--- config.mk ---
export PLATFORM = sky130hd
export DESIGN_NAME = processor_control_unit
export DESIGN_NICKNAME = d
export VERILOG_FILES = /design/src/rtl/processor_control_unit.sv
export SDC_FILE = /design/constraint.sdc
export NUM_CORES = 1
export LEC_CHECK = 0
export CORE_MARGIN = 2
export CORE_UTILIZATION = 29
export CTS_CLUSTER_DIAMETER = 30
export DETAILED_ROUTE_END_ITERATION = 16
export PLACE_DENSITY_LB_ADDON = 0.2
export SLEW_MARGIN = 0
export SYNTH_ARGS = -nofsm -noshare
export SYNTH_HDL_FRONTEND = slang
export SYNTH_SLANG_ARGS = --single-unit
--- constraint.sdc ---
create_clock -name Clock -period 1.6 [get_ports Clock]
set_input_delay 0.24 -clock Clock [delete_from_list [all_inputs] [get_ports Clock]]
set_output_delay 0.24 -clock Clock [all_outputs]
set_load 0.01 [all_outputs]
--- src/rtl/processor_control_unit.sv ---
// Instruction sequencer: holds PC/IR, fetches from a synchronous instruction memory
// and drives every datapath control as a Moore decode of state plus IR.
module processor_control_unit #(
    parameter int         PC_WIDTH    = 7,
    parameter logic [2:0] ALU_ADD_SEL = 3'd1,
    parameter logic [2:0] ALU_SUB_SEL = 3'd2
) (
    input  logic                Clock,
    input  logic                Reset_n,
    output logic [PC_WIDTH-1:0] IM_Addr,
    input  logic [15:0]         IM_Data,
    output logic [7:0]          D_Addr,
    output logic                D_Wr,
    output logic                RF_s,
    output logic [3:0]          RF_W_Addr,
    output logic                RF_W_en,
    output logic [3:0]          RF_Ra_Addr,
    output logic [3:0]          RF_Rb_Addr,
    output logic [2:0]          ALU_s0,
    output logic                Halted,
    output logic [3:0]          State,
    output logic [PC_WIDTH-1:0] PC,
    output logic [15:0]         IR
);

    typedef enum logic [3:0] {
        S_INIT   = 4'd0,
        S_FETCH  = 4'd1,
        S_DECODE = 4'd2,
        S_NOOP   = 4'd3,
        S_LOAD_A = 4'd4,
        S_LOAD_B = 4'd5,
        S_STORE  = 4'd6,
        S_ADD    = 4'd7,
        S_SUB    = 4'd8,
        S_HALT   = 4'd9
    } state_t;

    localparam logic [PC_WIDTH-1:0] PC_ONE = {{(PC_WIDTH-1){1'b0}}, 1'b1};

    state_t              r_state;
    state_t              w_next;
    logic [PC_WIDTH-1:0] r_pc;
    logic [15:0]         r_ir;

    always_ff @(posedge Clock or negedge Reset_n) begin
        if (!Reset_n) begin
            r_state <= S_INIT;
        end else begin
            r_state <= w_next;
        end
    end

    // Memory samples PC at the end of FETCH, so its data is on IM_Data during DECODE.
    always_ff @(posedge Clock or negedge Reset_n) begin
        if (!Reset_n) begin
            r_pc <= '0;
            r_ir <= '0;
        end else begin
            if (r_state == S_FETCH) begin
                r_pc <= r_pc + PC_ONE;
            end
            if (r_state == S_DECODE) begin
                r_ir <= IM_Data;
            end
        end
    end

    always_comb begin
        w_next = r_state;
        case (r_state)
            S_INIT:   w_next = S_FETCH;
            S_FETCH:  w_next = S_DECODE;
            S_DECODE: begin
                case (IM_Data[15:12])
                    4'h0:    w_next = S_NOOP;
                    4'h1:    w_next = S_STORE;
                    4'h2:    w_next = S_LOAD_A;
                    4'h3:    w_next = S_ADD;
                    4'h4:    w_next = S_SUB;
                    4'h5:    w_next = S_HALT;
                    default: w_next = S_NOOP;
                endcase
            end
            S_NOOP:   w_next = S_FETCH;
            S_LOAD_A: w_next = S_LOAD_B;
            S_LOAD_B: w_next = S_FETCH;
            S_STORE:  w_next = S_FETCH;
            S_ADD:    w_next = S_FETCH;
            S_SUB:    w_next = S_FETCH;
            S_HALT:   w_next = S_HALT;
            default:  w_next = S_INIT;
        endcase
    end

    always_comb begin
        D_Addr     = '0;
        D_Wr       = 1'b0;
        RF_s       = 1'b0;
        RF_W_Addr  = '0;
        RF_W_en    = 1'b0;
        RF_Ra_Addr = '0;
        RF_Rb_Addr = '0;
        ALU_s0     = '0;
        Halted     = 1'b0;
        case (r_state)
            S_LOAD_A, S_LOAD_B: begin
                D_Addr    = r_ir[11:4];
                RF_s      = 1'b1;
                RF_W_Addr = r_ir[3:0];
                RF_W_en   = (r_state == S_LOAD_B);
            end
            S_STORE: begin
                D_Addr     = r_ir[11:4];
                RF_Ra_Addr = r_ir[3:0];
                D_Wr       = 1'b1;
            end
            S_ADD, S_SUB: begin
                RF_Ra_Addr = r_ir[11:8];
                RF_Rb_Addr = r_ir[7:4];
                RF_W_Addr  = r_ir[3:0];
                RF_W_en    = 1'b1;
                ALU_s0     = (r_state == S_ADD) ? ALU_ADD_SEL : ALU_SUB_SEL;
            end
            S_HALT: begin
                Halted = 1'b1;
            end
            default: begin
            end
        endcase
    end

    assign IM_Addr = r_pc;
    assign PC      = r_pc;
    assign IR      = r_ir;
    assign State   = r_state;

endmodule

* After elaboration in Yosys (flattened, before gate mapping) *
Cells that the tools add are included.

cells by class
  add/sub/neg operators = 1
  $mul = 0
  div/mod/pow operators = 0
  order comparisons = 0
  equal/unequal tests = 14
  shifts and indexed selects = 0
  mux-type cells = 12
  bitwise operators = 0
  reductions and logical operators = 6

operator list
  cell                                                                   number
  4-bit case mux with 5 select lines                                     2
  4-bit by 3-bit equality test with 1-bit output, second input constant  6
  4-bit by 2-bit equality test with 1-bit output, second input constant  4
  4-bit by 1-bit equality test with 1-bit output, second input constant  2
  4-bit equality test, second input constant                             2
  4-bit 2-to-1 mux                                                       2
  8-bit 2-to-1 mux                                                       1
  4-bit case mux with 2 select lines                                     1
  7-bit by 1-bit adder with 7-bit output, second input constant          1
  6-bit OR reduction                                                     1
  4-bit zero test                                                        1
  2-bit 2-to-1 mux                                                       2
  2-bit OR reduction                                                     2
  4-bit OR reduction                                                     1
  1-bit 2-to-1 mux                                                       3
  3-bit OR reduction                                                     1
  1-bit case mux with 2 select lines                                     1

storage, ports and cells
  register bits = 27
  latch bits = 0
  bits in writable memories = 0
  ROM bits = 0
  input bits = 18
  output and inout port bits = 61
  word-level logic and storage cells = 36
  memories = 0

* Longest topological paths before layout *
Gate-level depths: netlist of run 1.

  depth after elaboration = 3
  gate-level depth with buffers = 5

* Least setup slack after synthesis of run 1 *
Ideal clock, no wire load.

  path type = register to output
  start = reg r_state[2] (netlist: State[2])
  end = out RF_W_Addr[0]
  data arrival time = 1.441 ns
  data required time = 1.360 ns
  setup slack = -0.081 ns
  cell stages (with the launch flop) = 5
  buffers on the path = 1
  cell sequence = dfrtp_1 buf_6 or3b_1 a21o_2 a21boi_1

on the way
  longest elaborated chain between the ends = 3
  elaborated cells between the ends (all ways) = 6
  classes of those cells = 4 x eq/ne; 1 x mux; 1 x reduce/logical

RTL lines
  what                                                                                   RTL line  source
  start: declaration                                                                     41        state_t r_state;
  start signal: assignment                                                               50        r_state <= w_next;
  4-bit by 3-bit equality test with 1-bit output or 4-bit equality test (tied branches)  106       case (r_state)
  4-bit OR reduction (no line) (*)                                                       n/a
  4-bit 2-to-1 mux (*)                                                                   106
  end: declaration                                                                       15        output logic [3:0] RF_W_Addr,

Mark *: on every way between the ends. The rest lies on a longest branch, timed or not.

* Final worst setup path of run 1 *
  start = reg r_state[1] (netlist: State[1])
  end = out RF_Ra_Addr[1]

on the way
  longest elaborated chain between the ends = 3
  elaborated cells between the ends (all ways) = 5
  classes of those cells = 3 x eq/ne; 1 x mux; 1 x reduce/logical

RTL lines
  what                                                                                   RTL line  source
  4-bit by 3-bit equality test with 1-bit output or 4-bit equality test (tied branches)  106
  2-bit OR reduction                                                                     106
  4-bit case mux with 2 select lines (*)                                                 106
  end: declaration                                                                       17        output logic [3:0] RF_Ra_Addr,

Marked as above.

==> flow_summary.json, run 1 <==
{
  "status": "complete, but fails checks",
  "violations": "setup timing",
  "post-route-period-util_pct": 124.5,
  "regArea_um2": 678.2,
  "cts_root_buf": "clkbuf_8",
  "core_um2": 5107,
  "clk_latency_ns": 0.27,
  "drive_above_1_share_pct": 46.15,
  "fin_skew_ns": 0.002701,
  "std_cell_rows": 26,
  "synth-edff-count": 0,
  "leakage_nw": 1.284,
  "grt_pass1_wl_mm": 7.417,
  "crit_type": "reg -> out",
  "setup_violations": 42,
  "diodes": 0,
  "seq_area_frac_synth_pct": 44.30,
  "areaGrowthSynthToFinish_pct": 77.93,
  "clock-sinks": 27,
  "io_buffer_count": 77,
  "pin_count": 79,
  "met3_usage_pct": 3.199,
  "cp.arrival_ns": 1.75,
  "synth_top_family_by_area": "simple AND/OR/NAND/NOR gates",
  "top_usage_layer": "met2",
  "syn_avg_cell_area_um2": 11.92,
  "n_fill_cell": 489,
  "gp_congestion": 0.7240,
  "ys.flop_type": "dfrtp_1",
  "pre_cts_slack_ns": -0.4541,
  "grt.total_usage_pct": 15.64,
  "finalSetupTns_ns": -8.247,
  "clk_pin_slew_ns": 0.09,
  "synth_area_leaders": "dfrtp_1 (44%), mux2_2 (12%), and2_1 (4.9%), buf_4 (3.9%), buf_6 (3.7%)",
  "post-dp-hpwl_mm": 3.215,
  "drc_errors": 0,
  "start_util_pct": 29.86,
  "cts.path.max_buffers": 2,
  "grt_max_degree": 28,
  "die_h_um": 76.52,
  "slew_violations": 0,
  "drt_first_iter_violations": 16,
  "grt_pass1_vias": 1512,
  "netlist_instances": 128,
  "rsz0062_at_grt": "true",
  "r2r-start": "State[0]",
  "cts_tree": "built",
  "htreeDepth": 1,
  "utilization_pct": 53.14,
  "synth_xor_area_share_pct": 4.020,
  "cts-buffers-inserted": 3,
  "yosysTopAreaCell": "dfrtp_1",
  "firstDrtPassIters": 4,
  "synth-seq-cells": 27,
  "reg2reg_depth": 7,
  "post-synth-top-area-fraction_pct": 44.30,
  "async_flop_share_pct": 100.0,
  "switchingPower_mw": 1.518,
  "fmax_ghz": 0.5021,
  "antenna_left": 0,
  "setup_slack_ns": -0.3916,
  "synthesis.area_um2": 1525,
  "multi_input_area_um2": 842.1,
  "syn_nets": 147,
  "end_kind": "output pin",
  "wirelength_mm": 4.497,
  "antenna_found_initial": 0,
  "cp.required_ns": 1.36,
  "viasPerCell": 4.635,
  "cap_violations": 0,
  "p_comb_share_pct": 59.7,
  "nets": 254,
  "p_clk_share_pct": 8.8,
  "seq_power_share_pct": 31.5,
  "synth-simple-area-share_pct": 20.43,
  "critical_path_peak_fanout": 2,
  "pwr_density_cell_nw_per_um2": 1607,
  "die_width_um": 76.52,
  "use_met2_pct": 29.20,
  "use_met1_pct": 17.89,
  "period_minus_slack_ns": 1.992,
  "dieArea_um2": 5855,
  "critPathLaunchType": "flop",
  "synth_compound_area_share_pct": 10.25,
  "r2r_setup_slack_ns": -0.12,
  "synth_mux_area_share_pct": 11.81,
  "gr-total-overflow": 0,
  "num_vias": 1409,
  "synth.distinct_cells": 36,
  "intPower_mw": 2.842,
  "r2r_end": "IR[12]",
  "synth.yosys.warnings": 0,
  "netSwitchingFraction_pct": 34.82,
  "ctsHoldBuffers": 0,
  "hold_violations": 0,
  "avgRoutedWirePerCell_um": 14.79,
  "ir_drop_uv": 762.2,
  "synth_fa_ha_area_share_pct": 0.8203,
  "hp-class": "in -> async"
}
==> layout by cell type, fill, tap and decap left out, drive strengths merged, types with 3 or more instances in the layout <==
master	instances
a21boi	4
o21ai	4
mux2	16
dlygate4sd2	5
nand4	3
dfrtp	27
a22o	4
and2	12
clkdlybuf4s50	47
nand2	7
nor2	4
xnor2	6
and3	3
nand2b	3
clkbuf	4
buf	63
==> kinds of logic (layout without fill, tap and decap cells) <==
kind of cell / count (synthesis) / count (layout)
multiplexers: 16 / 16
AO/OA/AOI/OAI: 19 / 19
buffers and inverters: 15 / 121
other: 1 / 1
XOR/XNOR: 7 / 7
adder cells (fa/ha/maj): 1 / 1
flip-flops: 27 / 27
AND/OR/NAND/NOR: 42 / 42
==> flip-flops by register name (all words and copies together), names as in the netlist <==
| signal | cells |
|---|---|
| IM_Addr | 7 |
| IR | 16 |
| State | 4 |
==> area by class of cell <==
class                   count  share of cell area (%)
multi-input cells          86                   31.03
flip-flops and latches     27                   24.99
clock buffers               4                   1.660
inverters                   2                  0.2766
well taps                  70                   3.227
repair buffers            115                   38.82
==> power by group through the flow <==
stage                     clock network, mW  registers (mW)  logic [mW]
after floorplan                           0            1.45        1.13
after global placement                    0            1.34        2.32
final                                 0.384            1.37        2.60
after global routing                  0.427            1.43        2.76
after CTS                             0.407            1.37        2.58
after detailed placement                  0            1.37        2.35
==> critical path, stage by stage (launching register included) <==
cell	delay [ns]
dfrtp_2	0.41
or4b_4	0.56
o21ai_4	0.10
buf_6	0.13
buf_6	0.08
a22o_4	0.11
buf_6	0.09
==> what timing repair did <==
action                                  in CTS  in global routing
gates cloned                                 1                  0
pin swaps                                   12                  5
setup buffers                               12                  3
endpoints found under the setup margin      46                 47
gates resized for setup                    145                  6
==> how the worst max path moves through the flow <==
stage	startpoint	endpoint	cells after the start
after floorplan	State[1]	RF_Ra_Addr[0]	4
after global placement	State[0]	RF_Ra_Addr[0]	4
final	State[1]	RF_Ra_Addr[1]	6
after detailed placement	State[0]	RF_Ra_Addr[3]	4
after CTS	State[1]	RF_Ra_Addr[1]	6
after global routing	State[1]	RF_Rb_Addr[0]	5
==> routing by layer <==
metal,up-vias,routed length [um]
li1,656,-
met1,692,1857
met2,53,2303
met3,8,244
met4,0,92
met5,-,0
==> stage by stage <==
stage / hold WS, ns / total power, mW / cell area (um2) / instances
finish: 0.3418 / 4.360 / 2714 / 304
global route: 0.3793 / 4.623 / 2714 / 304
CTS: 0.3481 / 4.354 / 2665 / 301
detailed placement: 0.4886 / 3.715 / 2475 / 284
global placement: 0.4850 / 3.656 / 2475 / 284
floorplan: -0.05559 / 2.580 / 1568 / 128
==> cell usage after synthesis (3+ instances only) <==
cell type  instances
a21boi_1           3
mux2_2            16
nor2_1             4
a22o_2             4
buf_4              8
buf_6              5
nand4_1            3
nand2_1            7
dfrtp_1           27
and2_1            12
xnor2_1            6
and3_1             3
o21ai_0            3
Note: power is estimated with default switching activity, not from simulation.
==> run 2: changes to the inputs <==
--- a/config.mk
+++ b/config.mk
@@ -10,6 +10,7 @@
 export CTS_CLUSTER_DIAMETER = 30
 export DETAILED_ROUTE_END_ITERATION = 16
 export PLACE_DENSITY_LB_ADDON = 0.2
+export SETUP_SLACK_MARGIN = 0.4
 export SLEW_MARGIN = 0
 export SYNTH_ARGS = -nofsm -noshare
 export SYNTH_HDL_FRONTEND = slang
==> run 2 against run 1 <==
  * The flow still finishes with violations (setup timing)
  * Die area stayed put
  * Sequential power fell by 9%
  * Hold slack lost 0.0055 ns
  * Utilization rose by 9.8 points
  * Via count grew 10%
  * Highest routed layer unchanged
==> flow_summary.json, run 2 (synthesis results as in run 1) <==
{
  "status": "complete, but fails checks",
  "violations": "setup timing",
  "setup_violations": 52,
  "largest_reg_flops": 16,
  "diodes": 0,
  "ir_drop_uv": 796.5,
  "clk_pin_slew_ns": 0.09,
  "ctsHoldBuffers": 0,
  "post-dp-hpwl_mm": 3.272,
  "drt_first_iter_violations": 20,
  "cts_root_buf": "clkbuf_8",
  "end_kind": "output pin",
  "grt_pass1_wl_mm": 8.652,
  "start_util_pct": 29.86,
  "cts-buffers-inserted": 3,
  "slew_violations": 0,
  "num_vias": 1556,
  "r2r_setup_slack_ns": -0.32,
  "viasPerCell": 4.497,
  "drive_above_1_share_pct": 67.39,
  "critPathLaunchType": "flop",
  "clock-sinks": 27,
  "die_width_um": 76.52,
  "n_fill_cell": 437,
  "critical_path_peak_fanout": 5,
  "hold_violations": 0,
  "wirelength_mm": 5.247,
  "die_h_um": 76.52,
  "io_buffer_count": 77,
  "cts.path.max_buffers": 2,
  "fin_skew_ns": 0.001283,
  "pin_count": 79,
  "gr-total-overflow": 0,
  "drc_errors": 0,
  "post-route-period-util_pct": 126.2,
  "avgRoutedWirePerCell_um": 15.16,
  "grt_max_degree": 28,
  "rsz0062_at_grt": "true",
  "antenna_left": 0,
  "r2r_end": "IR[13]",
  "layout_common_cells": "buf_6 (55), buf_4 (44), dfrtp_1 (22)",
  "cts_tree": "built",
  "std_cell_rows": 26,
  "nets": 296,
  "areaGrowthSynthToFinish_pct": 110.9,
  "cp.arrival_ns": 1.78,
  "reg2reg_depth": 9,
  "hp-class": "in -> async",
  "grt_pass1_vias": 1755,
  "setup_slack_ns": -0.4185,
  "holdWs_ns": 0.3363,
  "leakage_nw": 1.585,
  "dieArea_um2": 5855,
  "cp.required_ns": 1.36,
  "antenna_found_initial": 0,
  "finalSetupTns_ns": -14.64,
  "firstDrtPassIters": 4,
  "r2r-start": "State[0]",
  "crit_type": "reg -> out",
  "pwr_density_cell_nw_per_um2": 1706,
  "core_um2": 5107,
  "htreeDepth": 1,
  "gp_congestion": 0.7174,
  "grt.total_usage_pct": 18.59,
  "final_common_cell": "buf_6",
  "period_minus_slack_ns": 2.019,
  "cap_violations": 0,
  "clk_latency_ns": 0.27,
  "finalInstanceArea_um2": 3217,
  "fmax_ghz": 0.4954,
  "place_area_um2": 2492
}
==> run 2: power breakdown <==
group	total (mW)	internal [mW]	switching, mW
registers	1.24	1.01	0.225
logic	3.86	2.41	1.45
clock network	0.391	0.178	0.213
==> run 2: through the flow <==
stage / worst slack, ns / cells / util (%) / power, mW
after detailed placement: -0.4756 / 284 / 48.80 / 3.772
final: -0.4185 / 346 / 62.98 / 5.488
after CTS: -0.3952 / 340 / 59.73 / 5.098
after floorplan: -0.05136 / 128 / - / 2.587
after global routing: -0.4789 / 346 / 62.98 / 5.817
after global placement: -0.4429 / 284 / 48.80 / 3.706
==> run 2: final cells by class <==
| cell class | count | area, um2 | area share (%) |
|---|---|---|---|
| repair buffers | 157 | 1461 | 45.43 |
| multi-input cells | 86 | 925.9 | 28.78 |
| flip-flops and latches | 27 | 681.9 | 21.20 |
| well taps | 70 | 87.58 | 2.723 |
| clock buffers | 4 | 45.04 | 1.400 |
| inverters | 2 | 15.01 | 0.4667 |
==> run 2: worst max-delay path by stage <==
stage / start / to / cells past startpoint
2_1_floorplan: State[1] / RF_Ra_Addr[0] / 4
3_3_place_gp: State[0] / RF_Ra_Addr[3] / 4
3_5_place_dp: State[0] / RF_Ra_Addr[3] / 4
4_1_cts: State[1] / RF_Ra_Addr[3] / 5
5_1_grt: State[2] / RF_Ra_Addr[2] / 5
6_report: State[2] / RF_Ra_Addr[1] / 5
==> run 2: metal layers <==
layer	GRT usage, %	vias to the layer above	routed length, um
li1	-	738	-
met1	21.92	755	2095
met2	34.34	57	2853
met3	3.199	6	238
met4	5.455	0	60
met5	0	-	0
==> run 2: timing repair <==
action                                  in CTS  in global routing
resized for setup                          264                 50
pin swaps                                   27                  8
endpoints found under the setup margin      87                 86
gates cloned                                 1                  0
buffers inserted                            51                  6
==> run 2: worst max-delay path, cell delays in order, from the launching register on <==
cell     delay [ns]
dfrtp_2        0.43
or4b_4         0.57
o21ai_4        0.13
buf_6          0.16
a22o_4         0.13
buf_6          0.09
==> run 3: changes to the inputs <==
--- a/config.mk
+++ b/config.mk
@@ -5,10 +5,12 @@
 export SDC_FILE = /design/constraint.sdc
 export NUM_CORES = 1
 export LEC_CHECK = 0
+export CORE_ASPECT_RATIO = 0.8
 export CORE_MARGIN = 2
 export CORE_UTILIZATION = 29
 export CTS_CLUSTER_DIAMETER = 30
 export DETAILED_ROUTE_END_ITERATION = 16
+export HOLD_SLACK_MARGIN = 0.03
 export PLACE_DENSITY_LB_ADDON = 0.2
 export SETUP_SLACK_MARGIN = 0.4
 export SLEW_MARGIN = 0
==> run 3 against run 2 <==
  * The flow still finishes with violations (setup timing)
  * Sequential cell count stayed put
  * Critical endpoint unchanged
  * First-iteration DRC count grew to 2.6 times the previous value
  * Critical path depth stayed put
  * Worst setup slack better by 0.029 ns
  * Combinational power is 1% lower
  * Sequential share of layout area is 0.18 points lower
  * Die area hardly changed
  * Largest cell class unchanged
  * Routed wire length is 1.8% lower
  * Non-clock buffer count is 2 higher
  * Power is 0.49% lower
  * Global-route usage is 0.96 points lower
==> flow_summary.json, run 3 (synthesis results as in run 1) <==
{
  "routed.top_layer": "met4",
  "n_fill_cell": 386,
  "avgRoutedWirePerCell_um": 15.15,
  "htreeDepth": 1,
  "drc_errors": 0,
  "fin_skew_ns": 0.006119,
  "cts.path.max_buffers": 2,
  "period_minus_slack_ns": 1.989,
  "finalInstanceArea_um2": 3232,
  "gr-total-overflow": 0,
  "clock-sinks": 27,
  "clk_pin_slew_ns": 0.10,
  "regArea_um2": 679.4,
  "areaGrowthSynthToFinish_pct": 111.9,
  "largest_reg_flops": 16,
  "start_util_pct": 30.29,
  "grt_pass1_wl_mm": 7.990,
  "hp-class": "in -> async",
  "gp_congestion": 0.6927,
  "grt_pass1_vias": 1542,
  "diodes": 0,
  "drive_above_1_share_pct": 69.42,
  "violations": "setup timing",
  "crit_type": "reg -> out",
  "critical_path_peak_fanout": 6,
  "cts_root_buf": "clkbuf_8",
  "pin_count": 79,
  "die_width_um": 85.08,
  "crit_chain": "or4b_4 > o21ai_4 > buf_6 > a22o_2 > buf_6",
  "cts_tree": "built",
  "cap_violations": 0,
  "clk_latency_ns": 0.28,
  "power_mw": 5.461,
  "die_h_um": 68.87,
  "grt_max_degree": 28,
  "core_um2": 5036,
  "fmax_ghz": 0.5027,
  "crit_path_top_delay_cell": "or4b_4",
  "firstDrtPassIters": 4,
  "post-route-period-util_pct": 124.3,
  "critPathLaunchType": "flop",
  "grt.total_usage_pct": 17.63,
  "cp.arrival_ns": 1.75,
  "hold_violations": 0,
  "crit_path_frequent_cell": "buf_6",
  "antenna_left": 0,
  "slowest_delay_ns": 0.55,
  "setup_violations": 48,
  "rsz0062_at_grt": "true",
  "layout_common_cells": "buf_6 (63), buf_4 (47), dfrtp_1 (24)",
  "status": "complete, but fails checks",
  "post-dp-hpwl_mm": 3.211,
  "place_area_um2": 2455,
  "holdWs_ns": 0.3340,
  "setup_slack_ns": -0.3894,
  "final_common_cell": "buf_6",
  "antenna_found_initial": 0,
  "cts-buffers-inserted": 3,
  "ir_drop_uv": 986.9,
  "io_buffer_count": 77,
  "num_vias": 1558,
  "drt_first_iter_violations": 52,
  "end_kind": "output pin",
  "leakage_nw": 1.592,
  "wl_met3_um": 315,
  "wirelength_mm": 5.152,
  "met2_length_mm": 2.541,
  "multi_input_area_um2": 907.1,
  "wl_met1_mm": 2.260,
  "cp.required_ns": 1.36,
  "pwr_density_cell_nw_per_um2": 1690,
  "slew_violations": 0,
  "nets": 298,
  "viasPerCell": 4.582,
  "utilization_pct": 64.17,
  "pre_cts_slack_ns": -0.4661,
  "std_cell_rows": 23,
  "dieArea_um2": 5859
}
run 3: path summary, 6_finish.rpt:
| kind | startpoint | end | slack, ns | cells after the start |
|---|---|---|---|---|
| min in group Clock | IR[12] | IR[12] | 0.53 | 1 |
| setup / recovery | State[0] | RF_Ra_Addr[1] | -0.39 | 5 |
| hold reg to reg | IR[12] | IR[12] | 0.53 | 1 |
| max in group asynchronous | Reset_n | State[1] | 0.97 | 2 |
| hold / removal | Reset_n | IR[15] | 0.33 | 2 |
| setup reg to reg | State[1] | State[0] | -0.17 | 6 |
run 3: worst max-delay path, delay by kind of cell (launching register included):
| family | cells | cell delay (ns) |
|---|---|---|
| flip-flops | 1 | 0.42 |
| buffers and inverters | 2 | 0.24 |
| AND/OR/NAND/NOR | 1 | 0.55 |
| AO/OA/AOI/OAI | 2 | 0.25 |
run 3: where the power goes:
part	switching [mW]	internal, mW	total [mW]
logic	1.41	2.41	3.81
registers	0.226	1.01	1.24
clock network	0.232	0.179	0.411
total	1.86	3.60	5.46
run 3: cell type report:
cell class,instances,share of cell area [%]
Tap cell,62,2.400
Clock buffer,4,1.394
Multi-Input combinational cell,86,28.07
Sequential cell,27,21.02
Timing Repair Buffer,159,46.65
Inverter,2,0.4646
run 3: what timing repair did:
action | 4_1_cts | 5_1_grt
hold buffers | 0 | 0
pin swaps | 16 | 14
endpoints found under the setup margin | 87 | 83
gates resized for setup | 263 | 60
buffers inserted | 49 | 12
cloned | 1 | 0
run 3: layer usage:
layer,GRT usage (%),vias up
met5,0,-
met4,3.571,0
met3,4.167,5
met2,31.45,49
met1,22.17,757
li1,-,747
run 3: metrics by stage:
step	TNS, ns	instances
final	-9.353	340
after global routing	-11.93	340
after CTS	-9.848	328
after detailed placement	-8.639	274
after global placement	-7.523	274
after floorplan	-0.7590	128
